$ cat config.mk
export PLATFORM = sky130hd
export DESIGN_NAME = trap_controller
export DESIGN_NICKNAME = d
export VERILOG_FILES = /design/src/rtl/trap_controller.sv
export SDC_FILE = /design/constraint.sdc
export NUM_CORES = 1
export LEC_CHECK = 0
export ABC_CLOCK_PERIOD_IN_PS = 2120
export CORE_MARGIN = 4
export CORE_UTILIZATION = 34
export CTS_CLUSTER_DIAMETER = 100
export DETAILED_ROUTE_END_ITERATION = 6
export PLACE_DENSITY = 0.87
export SYNTH_ARGS = -nofsm -noshare
export SYNTH_HDL_FRONTEND = slang
export SYNTH_SLANG_ARGS = --single-unit
export TNS_END_PERCENT = 30
$ cat constraint.sdc
create_clock -name clock -period 2.12 [get_ports clock]
set_clock_uncertainty 0.1 [all_clocks]
set_input_delay 0.636 -clock clock [delete_from_list [all_inputs] [get_ports clock]]
set_output_delay 0.636 -clock clock [all_outputs]
set_load 0.02 [all_outputs]
$ cat src/rtl/trap_controller.sv
// Trap entry / MRET exit sequencer: arbitrates faults and interrupts, strobes the CSR file,
// flushes the pipeline for FLUSH_CYCLES and issues one redirect. Option: VECTORED_INTERRUPT_EN.
module trap_controller #(
    parameter int FLUSH_CYCLES = 2
) (
    input  logic        clock,
    input  logic        reset,
    input  logic        decodeFault,
    input  logic [3:0]  decodeFaultCause,
    input  logic        executeFault,
    input  logic        memoryLoadFault,
    input  logic        memoryStoreFault,
    input  logic        mretValid,
    input  logic        interrupt,
    input  logic        mstatusMIE,
    input  logic [31:0] trapVector,
    input  logic [31:0] mepc,
    output logic        controlReset,
    output logic [3:0]  mcause,
    output logic        mcauseInterrupt,
    output logic        pipelineFlush,
    output logic        fetchStall,
    output logic        redirectValid,
    output logic [31:0] redirectPC,
    output logic        trapActive
);

    localparam int CW = $clog2(FLUSH_CYCLES + 1);
    localparam logic [CW-1:0] LAST = CW'(FLUSH_CYCLES - 1);

    typedef enum logic [1:0] {
        IDLE,
        FLUSH,
        REDIRECT
    } state_t;

    state_t        state;
    state_t        state_next;
    logic [CW-1:0] count;
    logic [CW-1:0] count_next;
    logic [31:0]   target;
    logic [31:0]   target_next;

    logic          take_trap;
    logic          take_mret;
    logic [3:0]    cause;
    logic          cause_irq;
    logic [31:0]   base;

    assign base = trapVector & ~32'h3;

    // Oldest stage wins; requests only considered in IDLE and out of reset.
    always_comb begin
        take_trap = 1'b0;
        take_mret = 1'b0;
        cause     = 4'h0;
        cause_irq = 1'b0;
        if (state == IDLE && reset) begin
            priority case (1'b1)
                memoryStoreFault: begin
                    take_trap = 1'b1;
                    cause     = 4'h6;
                end
                memoryLoadFault: begin
                    take_trap = 1'b1;
                    cause     = 4'h4;
                end
                executeFault: begin
                    take_trap = 1'b1;
                    cause     = 4'h0;
                end
                decodeFault: begin
                    take_trap = 1'b1;
                    cause     = decodeFaultCause;
                end
                mretValid: begin
                    take_mret = 1'b1;
                end
                (interrupt & mstatusMIE): begin
                    take_trap = 1'b1;
                    cause     = 4'hB;
                    cause_irq = 1'b1;
                end
                default: begin
                    take_trap = 1'b0;
                end
            endcase
        end
    end

    always_comb begin
        state_next      = state;
        count_next      = count;
        target_next     = target;
        controlReset    = 1'b0;
        mcause          = 4'h0;
        mcauseInterrupt = 1'b0;
        pipelineFlush   = 1'b0;
        fetchStall      = 1'b0;
        redirectValid   = 1'b0;
        redirectPC      = 32'h0;
        unique case (state)
            IDLE: begin
                if (take_trap) begin
                    controlReset    = 1'b1;
                    mcause          = cause;
                    mcauseInterrupt = cause_irq;
                    pipelineFlush   = 1'b1;
                    target_next     = base;
`ifdef VECTORED_INTERRUPT_EN
                    if (cause_irq && trapVector[1:0] == 2'b01) begin
                        target_next = base + {26'd0, cause, 2'b00};
                    end
`endif
                    count_next      = '0;
                    state_next      = FLUSH;
                end else if (take_mret) begin
                    pipelineFlush = 1'b1;
                    target_next   = mepc & ~32'h3;
                    count_next    = '0;
                    state_next    = FLUSH;
                end
            end
            FLUSH: begin
                pipelineFlush = 1'b1;
                fetchStall    = 1'b1;
                if (count == LAST) begin
                    state_next = REDIRECT;
                end else begin
                    count_next = count + 1'b1;
                end
            end
            REDIRECT: begin
                pipelineFlush = 1'b1;
                redirectValid = 1'b1;
                redirectPC    = target;
                state_next    = IDLE;
            end
            default: begin
                state_next = IDLE;
            end
        endcase
    end

    assign trapActive = (state != IDLE);

    always_ff @(posedge clock) begin
        if (!reset) begin
            state  <= IDLE;
            count  <= '0;
            target <= 32'h0;
        end else begin
            state  <= state_next;
            count  <= count_next;
            target <= target_next;
        end
    end

endmodule
==> summary.txt, run 1 <==
Status
  – Outcome: complete, but fails checks
  – Failing checks: setup timing

Power and ir drop
  – Cell Pwr Density: 702 mW/mm^2
  – Power, Total: 2.54 mW
  – Peak supply drop: 0.574 mV
  – P_leak: 1.67 nW

Floorplan
  – Die W: 85.3 um
  – I/O pin count: 119
  – Initial Utilization: 36.0%
  – Die ar.: 0.00727 mm^2
  – FP Rows: 27
  – Die Y: 85.3 um
  – Core area: 0.00564 mm^2

Timing
  – Setup-violating endpoint count in the final report: 13
  – Final Max Tran Viols: 0
  – Final worst slack: -0.235 ns
  – Fin crit share: 111%
  – Fin. Hold Viols: 0
  – RSZ-0062 raised after global routing: true
  – Crit path time final: 2.36 ns
  – Fmax: 0.425 GHz

Global routing
  – First-pass GRT wire length: 11.4 mm
  – GRT Util Overall: 19.1%
  – Largest net degree at the start of global routing: 31
  – Initial antenna violation count: 0
  – Overflow after GRT: 0
  – Vias in the first global route: 2446

Worst setup path
  – Required time of the critical path: 1.38 ns
  – CP Data Arrival Time: 1.62 ns
  – Worst Setup SP: memoryLoadFault
  – CP startpoint kind: input port
  – Critical Path Fanout Max: 3
  – Crit path kind: input port to primary output
  – Setup crit end kind: primary output
  – R2r startpoint: state[0]

Clocking
  – Clk_lat worst skew: 0.28 ns
  – # hold bufs at CTS: 0
  – CTS root buf: clkbuf_8
  – Depth of the CTS H-tree: 2
  – CTS tree: yes
  – Clk buf depth: 2
  – Clock transition at the registers of the reported paths: 0.07 ns
  – CTS Buf Count: 5
  – Total clock sinks: 34

Layout
  – # nets final: 480
  – Share of layout cells above drive strength 1: 34.1%
  – # fillers: 477
  – Non-Filler Instances: 468
  – Most frequent cells in the layout: inv_1, clkdlybuf4s50_1, buf_6, dfxtp_1
  – Final Cell Area: 0.00363 mm^2
  – Sequential cell area: 683 um^2
  – Area Overhead vs Synth: 78.6%
  – Multi-input gate area: 0.00112 mm^2
  – Inserted Diodes: 0
  – Most common cell after layout, fill and taps aside: inv_1

Yosys
  – Synth async-reset ratio: 0%
  – Syn Std Cell Area: 0.00203 mm^2
  – Netlist cell types: 33
  – Synth Area per Inst: 7.75 um^2
  – Sequential share of the synthesized area: 33.5%
  – Cells after Synth: 262
  – Number of synthesized flops with an enable pin: 0
  – Most used flip-flop cell after synthesis: dfxtp_1
  – Ys Warns: 0
  – FF+latch count, synth: 34

Flow run
  – Max_cap viols: 0

Worst hold path
  – Min-delay src: count[1]
  – Worst Hold Class: flop to flop

Detailed routing
  – DR WL/cell: 14.9 um
  – Initial drt markers: 64
  – Post-DRT Antenna Nets: 0
  – First drt pass iteration count: 5
  – Vias per cell: 4.98
  – Post-Route WL: 6.98 mm
  – Vias after detailed routing: 2331
  – # DRC: 0

Placed design
  – Inst Count DP: 456
  – # port buffers: 112
  – Area after DPL: 0.00339 mm^2
  – DP HPWL: 5.07 mm
  – Final GP Congestion: 0.811
flip-flops by register name, indices dropped and copies added, names as in the netlist:
register and cells:
target 30, count 2, state 2
where the power goes:
| part | leakage [nW] | internal [mW] | switching, mW | total, mW |
|---|---|---|---|---|
| Sequential | 0.282 | 0.814 | 0.0926 | 0.906 |
| Combinational | 1.34 | 0.590 | 0.582 | 1.17 |
| Clock | 0.0431 | 0.250 | 0.215 | 0.466 |
| Total | 1.67 | 1.65 | 0.890 | 2.54 |
worst paths after layout:
path | slack, ns | endpoint | cells past startpoint
max | -0.24 | controlReset | 5
min | 0.37 | count[1] | 2
min reg2reg | 0.37 | count[1] | 2
max reg2reg | 0.33 | target[8] | 8
worst max-delay path, cell delays in order:
cell and delay (ns):
buf_8 0.10, or4_4 0.54, o21ai_4 0.17, inv_4 0.04, buf_6 0.13
metrics by stage:
| step | utilization, % | worst slack (ns) | hold slack [ns] | setup TNS (ns) |
|---|---|---|---|---|
| floorplan | - | -0.198 | 0.346 | -0.499 |
| global placement | 60.0 | -1.09 | 0.360 | -29.59 |
| detailed placement | 60.0 | -1.12 | 0.371 | -31.37 |
| CTS | 63.0 | -0.227 | 0.384 | -1.12 |
| global route | 64.3 | -0.256 | 0.413 | -2.13 |
| finish | 64.3 | -0.235 | 0.373 | -0.854 |
per-layer routing:
metal / wire (um) / global-route usage, % / vias up
li1: - / - / 1139
met5: 0 / 0 / -
met3: 555 / 4.95 / 14
met2: 3480 / 34.7 / 103
met1: 2790 / 21.4 / 1075
met4: 158 / 6.76 / 0
Yosys cell counts (2+ instances only):
library cell	n	area (um^2)
o221ai_1	29	254
a31oi_1	3	18.8
nand2_1	9	33.8
nor2b_1	2	12.5
and2_1	32	200
nand3b_1	3	22.5
nor2_1	2	7.51
inv_1	66	248
buf_2	6	30.0
buf_6	3	33.8
nand3_1	30	150
ha_1	6	75.1
clkbuf_1	9	33.8
buf_4	2	15.0
dfxtp_1	34	681
mux2i_1	2	20.0
and3_1	3	18.8
o221ai_2	2	30.0
a21oi_1	5	25.0
final cells by class:
type / instances / share of cell area [%]
Tap cell: 72 / 2.48
Clock buffer: 6 / 2.28
Timing Repair Buffer: 147 / 38.4
Inverter: 66 / 6.97
Multi-Input combinational cell: 143 / 31.0
Sequential cell: 34 / 18.8
logic make-up (layout without fill, tap and decap cells):
kind of cell             count (synthesis)  after routing  synth area share [%]
adder cells (fa/ha/maj)                  6              6                  3.70
multiplexers                             2              2                 0.986
flip-flops                              34             34                  33.5
other                                    1              2                 0.185
AO/OA/AOI/OAI                           46             46                  19.6
buffers and inverters                   86            219                  17.7
AND/OR/NAND/NOR                         87             87                  24.3
timing repair:
action	in CTS	in global routing
buffers inserted	4	1
resized for setup	277	29
pin swaps	20	21
endpoints found under the setup margin	70	39
gates cloned	1	0
No activity file was read; power rests on OpenSTA's default activity.
==> run 2: changes to the inputs <==
--- a/config.mk
+++ b/config.mk
@@ -10,6 +10,7 @@
 export CORE_UTILIZATION = 34
 export CTS_CLUSTER_DIAMETER = 100
 export DETAILED_ROUTE_END_ITERATION = 6
+export HOLD_SLACK_MARGIN = 0.02
 export PLACE_DENSITY = 0.87
 export SYNTH_ARGS = -nofsm -noshare
 export SYNTH_HDL_FRONTEND = slang
==> results of run 2 <==
No change in the layout: final DEF, timing and power equal those of run 1.
